==> src/rtl/apb2axi_fifo_ctl_if.sv <==
// apb2axi_fifo_ctl_if: push/pop valid-ready bundle for the APB-to-AXI buffer FIFO.
// The slave modport is the FIFO's view; the master modport is the producer/consumer side.
interface apb2axi_fifo_ctl_if #(
   parameter int ENTRY_WIDTH = 64
);
   logic                   push_vld;
   logic                   push_rdy;
   logic [ENTRY_WIDTH-1:0] push_data;
   logic                   pop_vld;
   logic                   pop_rdy;
   logic [ENTRY_WIDTH-1:0] pop_data;

   modport master (
      output push_vld, push_data, pop_rdy,
      input  push_rdy, pop_vld, pop_data
   );

   modport slave (
      input  push_vld, push_data, pop_rdy,
      output push_rdy, pop_vld, pop_data
   );
endinterface

==> src/rtl/apb2axi_fifo_ctl.sv <==
// apb2axi_fifo_ctl: arbitrary-depth valid/ready FIFO with occupancy level,
// almost-full/almost-empty flags, synchronous flush and high-water-mark.
// The read port is first-word fall-through straight out of the register array.
// Optional zero-latency empty bypass is enabled with `define APB2AXI_FIFO_BYPASS_EN.
module apb2axi_fifo_ctl #(
   parameter int ENTRY_WIDTH = 64,
   parameter int FIFO_DEPTH  = 16,
   parameter int AF_THRESH   = FIFO_DEPTH - 2,
   parameter int AE_THRESH   = 1,
   localparam int PTR_W      = (FIFO_DEPTH > 1) ? $clog2(FIFO_DEPTH) : 1,
   localparam int CNT_W      = $clog2(FIFO_DEPTH + 1)
) (
   input  logic                    clk,
   input  logic                    reset,
   input  logic                    flush,
   input  logic                    hwm_clr,
   apb2axi_fifo_ctl_if.slave       bus,
   output logic [CNT_W-1:0]        level,
   output logic                    almost_full,
   output logic                    almost_empty,
   output logic [CNT_W-1:0]        hwm
);

   logic [ENTRY_WIDTH-1:0] mem [FIFO_DEPTH];

   logic [PTR_W-1:0] wrPtr_q, wrPtr_d;
   logic [PTR_W-1:0] rdPtr_q, rdPtr_d;
   logic [CNT_W-1:0] level_q, level_d;
   logic [CNT_W-1:0] hwm_q, hwm_d;

   logic empty;
   logic full;
   logic pushRdy;
   logic popVld;
   logic doPush;
   logic doPop;

   assign empty   = (level_q == '0);
   assign full    = (level_q == CNT_W'(FIFO_DEPTH));
   assign pushRdy = !full && !flush;

`ifdef APB2AXI_FIFO_BYPASS_EN
   logic bypass;
   assign bypass       = empty && bus.push_vld && bus.pop_rdy && !flush;
   assign popVld       = (!empty && !flush) || bypass;
   assign bus.pop_data = bypass ? bus.push_data : mem[rdPtr_q];
   assign doPush       = bus.push_vld && pushRdy && !bypass;
`else
   assign popVld       = !empty && !flush;
   assign bus.pop_data = mem[rdPtr_q];
   assign doPush       = bus.push_vld && pushRdy;
`endif

   assign doPop        = popVld && bus.pop_rdy && !empty;
   assign bus.push_rdy = pushRdy;
   assign bus.pop_vld  = popVld;

   assign level        = level_q;
   assign hwm          = hwm_q;
   assign almost_full  = (level_q >= CNT_W'(AF_THRESH));
   assign almost_empty = (level_q <= CNT_W'(AE_THRESH));

   // Next-state for pointers, level and high-water-mark; flush overrides everything.
   always_comb begin
      wrPtr_d = wrPtr_q;
      rdPtr_d = rdPtr_q;
      level_d = level_q;
      hwm_d   = hwm_q;
      if (flush) begin
         wrPtr_d = '0;
         rdPtr_d = '0;
         level_d = '0;
         hwm_d   = '0;
      end else begin
         if (doPush) begin
            wrPtr_d = (wrPtr_q == PTR_W'(FIFO_DEPTH - 1)) ? '0 : wrPtr_q + PTR_W'(1);
         end
         if (doPop) begin
            rdPtr_d = (rdPtr_q == PTR_W'(FIFO_DEPTH - 1)) ? '0 : rdPtr_q + PTR_W'(1);
         end
         if (doPush && !doPop) begin
            level_d = level_q + CNT_W'(1);
         end else if (doPop && !doPush) begin
            level_d = level_q - CNT_W'(1);
         end
         if (hwm_clr) begin
            hwm_d = level_d;
         end else if (level_d > hwm_q) begin
            hwm_d = level_d;
         end
      end
   end

   // Control state registers, cleared asynchronously so reset takes effect mid-transfer.
   always_ff @(posedge clk or posedge reset) begin
      if (reset) begin
         wrPtr_q <= '0;
         rdPtr_q <= '0;
         level_q <= '0;
         hwm_q   <= '0;
      end else begin
         wrPtr_q <= wrPtr_d;
         rdPtr_q <= rdPtr_d;
         level_q <= level_d;
         hwm_q   <= hwm_d;
      end
   end

   // Storage array is deliberately left unreset; only accepted pushes write it.
   always_ff @(posedge clk) begin
      if (doPush) begin
         mem[wrPtr_q] <= bus.push_data;
      end
   end

endmodule

==> src/flat_wrapper.sv <==
// flat-port wrapper written by rule: the top's interface ports become plain ports
module apb2axi_fifo_ctl_flat 
#(
   parameter int ENTRY_WIDTH = 64,
   parameter int FIFO_DEPTH  = 16,
   parameter int AF_THRESH   = FIFO_DEPTH - 2,
   parameter int AE_THRESH   = 1,
   localparam int PTR_W      = (FIFO_DEPTH > 1) ? $clog2(FIFO_DEPTH) : 1,
   localparam int CNT_W      = $clog2(FIFO_DEPTH + 1)
)
  (clk, reset, flush, hwm_clr, level, almost_full, almost_empty, hwm, bus_push_vld, bus_push_data, bus_pop_rdy, bus_push_rdy, bus_pop_vld, bus_pop_data);
  apb2axi_fifo_ctl_if #(.ENTRY_WIDTH(ENTRY_WIDTH)) bus_i ();
  input  logic clk;
  input  logic reset;
  input  logic flush;
  input  logic hwm_clr;
  output logic [CNT_W-1:0] level;
  output logic almost_full;
  output logic almost_empty;
  output logic [CNT_W-1:0] hwm;
  input wire logic [$bits(bus_i.push_vld)-1:0] bus_push_vld;
  input wire logic [$bits(bus_i.push_data)-1:0] bus_push_data;
  input wire logic [$bits(bus_i.pop_rdy)-1:0] bus_pop_rdy;
  output wire logic [$bits(bus_i.push_rdy)-1:0] bus_push_rdy;
  output wire logic [$bits(bus_i.pop_vld)-1:0] bus_pop_vld;
  output wire logic [$bits(bus_i.pop_data)-1:0] bus_pop_data;
  assign bus_i.push_vld = bus_push_vld;
  assign bus_i.push_data = bus_push_data;
  assign bus_i.pop_rdy = bus_pop_rdy;
  assign bus_push_rdy = bus_i.push_rdy;
  assign bus_pop_vld = bus_i.pop_vld;
  assign bus_pop_data = bus_i.pop_data;
  apb2axi_fifo_ctl #(.ENTRY_WIDTH(ENTRY_WIDTH), .FIFO_DEPTH(FIFO_DEPTH), .AF_THRESH(AF_THRESH), .AE_THRESH(AE_THRESH)) u_core (.clk(clk), .reset(reset), .flush(flush), .hwm_clr(hwm_clr), .bus(bus_i), .level(level), .almost_full(almost_full), .almost_empty(almost_empty), .hwm(hwm));
endmodule
==> config.mk <==
export PLATFORM = sky130hd
export DESIGN_NAME = apb2axi_fifo_ctl_flat
export DESIGN_NICKNAME = d
export VERILOG_FILES = /design/src/rtl/apb2axi_fifo_ctl_if.sv /design/src/rtl/apb2axi_fifo_ctl.sv /design/src/flat_wrapper.sv
export SDC_FILE = /design/constraint.sdc
export NUM_CORES = 1
export LEC_CHECK = 0
export ABC_AREA = 1
export CORE_AREA = 2 2 432 327
export DETAILED_ROUTE_END_ITERATION = 10
export DIE_AREA = 0 0 434 329
export DONT_BUFFER_PORTS = 1
export GPL_ROUTABILITY_DRIVEN = 0
export SLEW_MARGIN = 20
export SYNTH_ARGS = -nofsm -noshare
export SYNTH_HDL_FRONTEND = slang
export SYNTH_SLANG_ARGS = --single-unit
==> constraint.sdc <==
create_clock -name clk -period 13 [get_ports clk]
set_clock_uncertainty 0.15 [all_clocks]
set_input_delay 3.25 -clock clk [delete_from_list [all_inputs] [get_ports clk]]
set_output_delay 3.25 -clock clk [all_outputs]
set_load 0.01 [all_outputs]
==> results.sh, run 1 <==
export IMPL_vias=24300
export IMPL_layout_commonest_cell="edfxtp_1"
export IMPL_cts_clk_slew_worst_paths_ns=0.06
export IMPL_fp_dieW_um=434
export IMPL_syn_area_um2=41200
export IMPL_ys_seq_elements=1042
export IMPL_dr_wl_met2_um=49200
export IMPL_power_leakage_nw=14.4
export IMPL_seq_area_frac_synth_pct=75.7
export IMPL_route_detailed_drc=0
export IMPL_layout_drive_gt1_share_pct=6.63
export IMPL_post_cts_resized=0
export IMPL_design_area_um2=46200
export IMPL_first_iter_violations=2065
export IMPL_final_core_util_pct=33.2
export IMPL_status="finished, final reports clean"
export IMPL_io_pins=148
export IMPL_wl_met3_um=6450
export IMPL_cts_tree="done"
export IMPL_grt_ovfl_total=0
export IMPL_grt_pass1_vias=22600
export IMPL_period_needed_ns=8.13
export IMPL_start_util_pct=29.7
export IMPL_synth_cells=3105
export IMPL_worst_hold_slack_ns=0.438
export IMPL_post_cts_buffers=0
export IMPL_relSlewSlack_pct=24.4
export IMPL_path_class="flop to output port"
export IMPL_synth_edf_count=1024
export IMPL_dpl_hpwl_um=51600
export IMPL_async_flop_share_pct=1.73
export IMPL_cp_start_kind="flop"
export IMPL_cp_arrival_ns=4.73
export IMPL_grt_usage_pct=14.3
export IMPL_worst_setup_path_end_kind="output port"
export IMPL_rsz0062_at_grt="no"
export IMPL_synth_avg_cell_area_um2=13.3
export IMPL_cts_made_buffers=105
export IMPL_cts_root_buf="clkbuf_16"
export IMPL_clock_latency_ns=0.73
export IMPL_post_route_period_util_pct=62.5
export IMPL_cts_hold_fix_buffers=0
export IMPL_die_area_um2=143000
export IMPL_cp_required_ns=9.60
export IMPL_cp_max_fo=83
export IMPL_grt_max_degree=224
export IMPL_grt_pass1_wl_um=153000
export IMPL_syn_nets=3190
export IMPL_hold_class="flop to flop"
export IMPL_clock_sink_count=1042
export IMPL_core_area_um2=139000
export IMPL_antenna_found_initial=0
export IMPL_ys_flop_type="edfxtp_1"
export IMPL_htree_levels=3
export IMPL_nNetsFinal=3134
export IMPL_die_h_um=329
export IMPL_port_buffers=0
export IMPL_cts_buffer_depth=3
export IMPL_max_freq_mhz=123
export IMPL_dpl_cell_area_um2=43000
export IMPL_rr_worst_depth=8
export IMPL_drv_cap=0
export IMPL_top_layer_used="met4"
export IMPL_wl_per_cell_um=20.8
export IMPL_finalSetupTns_ns=0
export IMPL_power_density_nw_per_um2=165
export IMPL_stdcell_count=4997
export IMPL_dp_cells=4817
export IMPL_yosys_warnings=0
export IMPL_row_count=119
export IMPL_wirelength_um=104000
export IMPL_tightest_slew_ns=1.13
export IMPL_synth_cell_types=31
export IMPL_ir_drop_mv=0.111
export IMPL_layout_common_cells="1024 x edfxtp_1, 777 x nor2_1, 290 x o21ai_0"
export IMPL_ant_nets=0
export IMPL_drv_slew=0
export IMPL_met1_length_um=46100
export IMPL_final_hold_viol_count=0
export IMPL_setup_viol=0
export IMPL_area_growth_pct=12.0
export IMPL_avgViaCountPerCell=4.86
export IMPL_first_pass_iters=7
export IMPL_min_path_cells=2
## routing by layer
metal,up-vias,track usage (%)
met5,-,0
li1,11300,-
met1,12300,19.2
met3,134,3.68
met4,0,3.91
met2,558,22.9
## logic make-up (layout without fill, tap and decap cells)
kind of cell	after synthesis	after routing	share of synthesized area [%]
simple gates	1116	1116	10.6
flops	1042	1042	75.7
compound gates	683	683	10.3
buf+inv	244	260	2.90
fa+ha+maj	15	15	0.455
xor+xnor	5	5	0.106
other cells	0	1	0
## synthesized netlist by cell type (5+ instances only)
cell type,count,area (um^2)
buf_1,20,75.1
buf_2,42,210
buf_4,5,37.5
buf_6,25,282
clkbuf_1,115,432
dfrtp_1,18,450
edfxtp_1,1024,30700
ha_1,15,188
inv_1,32,120
nand2_1,192,721
nand3_1,118,591
nand4_1,5,31.3
nor2_1,791,2970
nor3_1,5,25.0
o211ai_1,129,968
o21ai_0,290,1450
o21ai_1,130,651
o32ai_1,128,1120
## path summary, 6_finish.rpt
| path | from | to | slack (ns) |
|---|---|---|---|
| min in group asynchronous | reset | u_core.hwm[3] | 2.40 |
| setup reg to reg | u_core.level[0] | u_core.mem[10][57] | 8.70 |
| hold / removal | u_core.rdPtr_q[3] | u_core.rdPtr_q[3] | 0.44 |
| setup / recovery | u_core.rdPtr_q[0] | bus_pop_data[1] | 4.87 |
| hold reg to reg | u_core.rdPtr_q[3] | u_core.rdPtr_q[3] | 0.44 |
| max in group asynchronous | reset | u_core.rdPtr_q[0] | 9.71 |
## final cells by class
cell class                 instances  area [um^2]
antenna                            1         2.50
fill                           13600        92900
clock buffer                     132         2730
multi-input combinational       1819         8960
inverter                          35          141
clock inverter                    47          458
sequential                      1042        31200
tap                             1875         2350
timing repair buffer              46          358
## state kept, by name, summed over array words and instances, names as in the netlist
register,cells
u_core.hwm,5
u_core.level,5
u_core.mem,1024
u_core.rdPtr_q,4
u_core.wrPtr_q,4
## power by group
part | leakage (nW) | switching (mW) | internal (mW)
sequential | 9.46 | 0.0455 | 3.78
clock | 1.53 | 1.27 | 1.60
combinational | 3.40 | 0.677 | 0.266
## through the flow
step | setup WS [ns] | power [mW]
3_3_place_gp | 5.54 | 4.85
6_report | 4.87 | 7.64
4_1_cts | 4.77 | 7.73
3_5_place_dp | 5.59 | 4.86
5_1_grt | 4.47 | 7.96
2_1_floorplan | 4.17 | 4.61
## critical path, cell delays in order, from the launching register on
cell,delay [ns]
dfrtp_4,0.75
buf_4,0.63
buf_4,0.80
buf_4,0.71
nor2_1,0.11
o32ai_1,0.36
nand2_1,0.12
nand3_1,0.38
No activity file was read; power rests on OpenSTA's default activity.
==> inputs of run 2 (changes only) <==
- clock period: 13 -> 8.5 ns (I/O delays scaled with it)
==> run 2 against run 1 <==
Combinational power rose by 58%. Flip-flop and latch count did not move. Core utilization rose by 0.052 points.
==> results.sh, run 2 (same netlist as run 1, synthesis figures left out) <==
export IMPL_cp_required_ns=6.23
export IMPL_first_iter_violations=2643
export IMPL_clock_sink_count=1042
export IMPL_finalSetupTns_ns=0
export IMPL_hold_class="flop to flop"
export IMPL_start_util_pct=29.7
export IMPL_post_cts_buffers=0
export IMPL_relSlewSlack_pct=4.02
export IMPL_nNetsFinal=3128
export IMPL_wirelength_um=105000
export IMPL_layout_commonest_cell="edfxtp_1"
export IMPL_final_hold_viol_count=0
export IMPL_ir_drop_mv=0.192
export IMPL_cp_arrival_ns=3.90
export IMPL_cp_slowest_cell="buf_4"
export IMPL_cts_tree="done"
export IMPL_vias=24300
export IMPL_power_frac_seq_pct=50.2
export IMPL_grt_usage_pct=14.5
export IMPL_grt_max_degree=224
export IMPL_post_cts_resized=0
export IMPL_route_detailed_drc=0
export IMPL_largest_register_ffs=1024
export IMPL_area_growth_pct=12.2
export IMPL_first_pass_iters=5
export IMPL_post_route_period_util_pct=72.7
export IMPL_worstPathCellList="buf_12 -> buf_4 -> nor2_1 -> nor2_1 -> o21ai_1 -> o211ai_1 -> o211ai_1 -> nand3_1"
export IMPL_clock_latency_ns=0.71
export IMPL_intPower_mw=8.53
export IMPL_avgViaCountPerCell=4.86
export IMPL_clockPowerShare_pct=37.0
export IMPL_cts_made_buffers=104
export IMPL_cp_max_fo=196
export IMPL_period_needed_ns=6.18
export IMPL_die_h_um=329
export IMPL_grt_pass1_vias=22700
export IMPL_power_leakage_nw=14.4
export IMPL_max_freq_mhz=162
export IMPL_antenna_found_initial=1
export IMPL_cts_buffer_depth=3
export IMPL_fp_dieW_um=434
export IMPL_grt_ovfl_total=0
export IMPL_htree_levels=3
export IMPL_max_stage_delay_ns=0.92
export IMPL_path_class="flop to output port"
export IMPL_p_sw_share_pct=26.8
export IMPL_power_density_nw_per_um2=252
export IMPL_layout_common_cells="1024 x edfxtp_1, 777 x nor2_1, 290 x o21ai_0"
export IMPL_regMostFlops="u_core.mem"
export IMPL_cts_root_buf="clkbuf_16"
export IMPL_netSwitchingPower_mw=3.11
export IMPL_die_area_um2=143000
export IMPL_rsz0062_at_grt="no"
export IMPL_core_area_um2=139000
export IMPL_setup_viol=0
export IMPL_cts_clk_slew_worst_paths_ns=0.06
export IMPL_layout_drive_gt1_share_pct=6.78
export IMPL_status="finished, final reports clean"
export IMPL_grt_pass1_wl_um=155000
export IMPL_tightest_slew_ns=1.44
export IMPL_row_count=119
export IMPL_drv_cap=0
export IMPL_io_pins=148
export IMPL_dp_cells=4810
export IMPL_cp_start_kind="flop"
export IMPL_ant_nets=0
export IMPL_port_buffers=0
export IMPL_power_frac_comb_pct=12.8
export IMPL_drv_slew=0
export IMPL_cts_hold_fix_buffers=0
export IMPL_wl_per_cell_um=21.1
export IMPL_stdcell_count=5003
export IMPL_worst_setup_path_end_kind="output port"
export IMPL_dpl_hpwl_um=55500
-- run 2: cell count changes in the layout (fill, tap and decap cells not counted) --
cell,delta
clkbuf_16,-1
clkinv_4,+3
buf_12,+7
clkinvlp_4,+1
bufinv_16,-4
clkbuf_1,-4
clkinv_16,+2
buf_16,+2
clkinv_2,+10
inv_16,-1
clkinv_1,+5
buf_4,-14
-- run 2: area by class of cell --
type,instances,area (um^2)
inverters,35,141
multi-input cells,1819,8960
flip-flops and latches,1042,31200
clock buffers,127,2690
fillers,13600,92800
clock inverters,63,480
well taps,1875,2350
diodes,1,2.50
repair buffers,41,448
-- run 2: path summary, 6_finish.rpt --
check,from,end,slack (ns),cells past startpoint
setup / recovery,u_core.rdPtr_q[0],bus_pop_data[1],2.32,8
hold / removal,u_core.hwm[4],u_core.hwm[4],0.45,2
setup reg to reg,u_core.level[0],u_core.mem[5][58],4.46,8
hold reg to reg,u_core.hwm[4],u_core.hwm[4],0.45,2
max in group asynchronous,reset,u_core.rdPtr_q[0],6.26,1
min in group asynchronous,reset,u_core.hwm[2],1.33,1
-- run 2: power groups by stage --
stage	sequential, mW	combinational (mW)	clock [mW]
global placement	5.95	1.52	0
floorplan	5.94	1.12	0
detailed placement	5.96	1.52	0
finish	5.85	1.49	4.30
global route	5.86	1.67	4.58
CTS	5.85	1.53	4.39
-- run 2: metrics by stage --
stage | util, % | worst slack, ns | area (um^2) | hold WS [ns] | total power [mW]
after global routing | 33.3 | 2.08 | 46300 | 0.484 | 12.1
final | 33.3 | 2.32 | 46300 | 0.449 | 11.6
after CTS | 33.2 | 2.35 | 46200 | 0.449 | 11.8
after global placement | 31.0 | 3.01 | 43100 | 0.416 | 7.47
after floorplan | - | 0.792 | 41200 | 0.363 | 7.06
after detailed placement | 31.0 | 2.91 | 43100 | 0.425 | 7.48
-- run 2: worst max-delay path: cells and delay by family (launching register included) --
kind	cells	cell delay [ns]
buf+inv	2	1.46
simple gates	3	0.61
flops	1	0.47
compound gates	3	0.32
-- run 2: per-layer routing --
metal	part of all wire, %	global-route usage, %	wire, um
met1	44	19.5	46100
met2	48	23.7	50200
met3	6.8	3.50	7190
met4	1.8	3.53	1930
met5	0	0	0
==> inputs of run 3 (changes only) <==
- clock period: 8.5 -> 6.1 ns (I/O delays scaled with it)
==> run 3 against run 2 <==
Sequential share of layout area down 1.0 points. Global-route usage down 0.053 points. Critical path depth fell by 3.
==> results.sh, run 3 (same netlist as run 1, synthesis figures left out) <==
export IMPL_cts_root_buf="clkbuf_16"
export IMPL_layout_commonest_cell="edfxtp_1"
export IMPL_io_pins=148
export IMPL_layout_drive_gt1_share_pct=7.68
export IMPL_status="finished, final reports clean"
export IMPL_cp_depth=5
export IMPL_path_class="flop to output port"
export IMPL_dpl_worst_slack_ns=1.69
export IMPL_r2r_end="u_core.mem[8][33]"
export IMPL_antenna_found_initial=0
export IMPL_worst_path_most_repeated_cell="o211ai_1"
export IMPL_cp_slowest_cell="dfrtp_4"
export IMPL_cts_tree="done"
export IMPL_power_mw=17.0
export IMPL_largest_register_ffs=1024
export IMPL_worst_setup_path_end_kind="output port"
export IMPL_cp_max_fo=71
export IMPL_n_antenna_cell=0
export IMPL_worstPathCellList="buf_4 -> o21ai_0 -> o211ai_1 -> o211ai_1 -> nand3_1"
export IMPL_nNetsFinal=3144
export IMPL_setup_viol=0
export IMPL_grt_pass1_vias=23500
export IMPL_max_freq_mhz=204
export IMPL_r2r_start="u_core.level[0]"
export IMPL_die_h_um=329
export IMPL_row_count=119
export IMPL_cp_arrival_ns=3.23
export IMPL_post_cts_resized=0
export IMPL_drv_cap=0
export IMPL_first_pass_iters=5
export IMPL_wirelength_um=106000
export IMPL_grt_pass1_wl_um=156000
export IMPL_post_cts_buffers=0
export IMPL_core_area_um2=139000
export IMPL_dpl_hpwl_um=54700
export IMPL_worst_hold_slack_ns=0.443
export IMPL_min_path_cells=2
export IMPL_route_detailed_drc=0
export IMPL_port_buffers=0
export IMPL_area_growth_pct=13.9
export IMPL_clock_sink_count=1042
export IMPL_worst_slack_ns=1.19
export IMPL_cp_required_ns=4.43
export IMPL_power_leakage_nw=14.7
export IMPL_finalSetupTns_ns=0
export IMPL_cts_made_buffers=107
export IMPL_grt_ovfl_total=0
export IMPL_stdcell_count=5024
export IMPL_dp_cells=4825
export IMPL_start_util_pct=29.7
export IMPL_grt_max_degree=192
export IMPL_htree_levels=3
export IMPL_final_core_util_pct=33.8
export IMPL_regMostFlops="u_core.mem"
export IMPL_fp_dieW_um=434
export IMPL_worstSetupEndpoint="bus_pop_data[25]"
export IMPL_vias=24600
export IMPL_ir_drop_mv=0.241
export IMPL_r2r_slack_ns=2.50
export IMPL_die_area_um2=143000
export IMPL_power_density_nw_per_um2=362
export IMPL_hold_class="flop to flop"
export IMPL_ant_nets=0
export IMPL_wl_per_cell_um=21.0
export IMPL_first_iter_violations=2239
export IMPL_max_stage_delay_ns=1.03
export IMPL_relSlewSlack_pct=34.7
export IMPL_cts_hold_fix_buffers=0
export IMPL_tightest_slew_ns=0.979
export IMPL_avgViaCountPerCell=4.91
export IMPL_grt_usage_pct=14.4
export IMPL_period_needed_ns=4.91
export IMPL_drv_slew=0
export IMPL_cts_buffer_depth=3
export IMPL_design_area_um2=47000
export IMPL_clock_latency_ns=0.70
export IMPL_rsz0062_at_grt="no"
export IMPL_cp_top_family="flip-flops"
export IMPL_dpl_cell_area_um2=43400
export IMPL_critPathLaunch="u_core.rdPtr_q[1]"
export IMPL_rr_worst_depth=8
export IMPL_cp_start_kind="flop"
export IMPL_post_route_period_util_pct=80.4
export IMPL_cts_clk_slew_worst_paths_ns=0.06
export IMPL_critPathBufInv=1
export IMPL_final_hold_viol_count=0
export IMPL_layout_common_cells="1024 x edfxtp_1, 777 x nor2_1, 290 x o21ai_0"
## run 3: cell count changes in the layout (fill, tap and decap cells not counted), moves of 2 or more
cell and delta:
buf_12 +16, buf_16 -2, bufinv_16 +14, clkbuf_1 -3
clkbuf_16 +4, clkinv_1 -5, clkinv_16 -3, clkinv_4 -2
clkinvlp_4 +4, inv_16 +3
## run 3: worst min path at each step
stage               slack, ns           endpoint              start
finish                   0.44  u_core.rdPtr_q[3]  u_core.rdPtr_q[3]
global route             0.47  u_core.rdPtr_q[3]  u_core.rdPtr_q[3]
CTS                      0.44  u_core.rdPtr_q[3]  u_core.rdPtr_q[3]
detailed placement       0.43  u_core.rdPtr_q[3]  u_core.rdPtr_q[3]
global placement         0.42  u_core.rdPtr_q[3]  u_core.rdPtr_q[3]
floorplan                0.36  u_core.rdPtr_q[3]  u_core.rdPtr_q[3]
## run 3: metal layers
metal | vias to the layer above | global-route usage, % | routed length [um]
met5 | - | 0 | 0
met4 | 0 | 4.82 | 2980
met3 | 162 | 3.58 | 7140
met2 | 664 | 23.1 | 49300
met1 | 12500 | 19.2 | 46100
li1 | 11400 | - | -
## run 3: area by class of cell
class,count,area [um^2]
fill,13500,92100
clock inverter,71,835
tap,1875,2350
multi-input combinational,1819,8960
inverter,35,141
timing repair buffer,54,706
sequential,1042,31200
clock buffer,128,2780
## run 3: power breakdown
| part | switching (mW) | internal, mW |
|---|---|---|
| sequential | 0.0988 | 8.06 |
| clock | 2.81 | 3.94 |
| combinational | 1.49 | 0.599 |
| total | 4.40 | 12.6 |
## run 3: tightest hold or removal path, stage by stage (launching register included)
cell	delay [ns]
dfrtp_1	0.42
nand2_1	0.07
o21ai_0	0.07
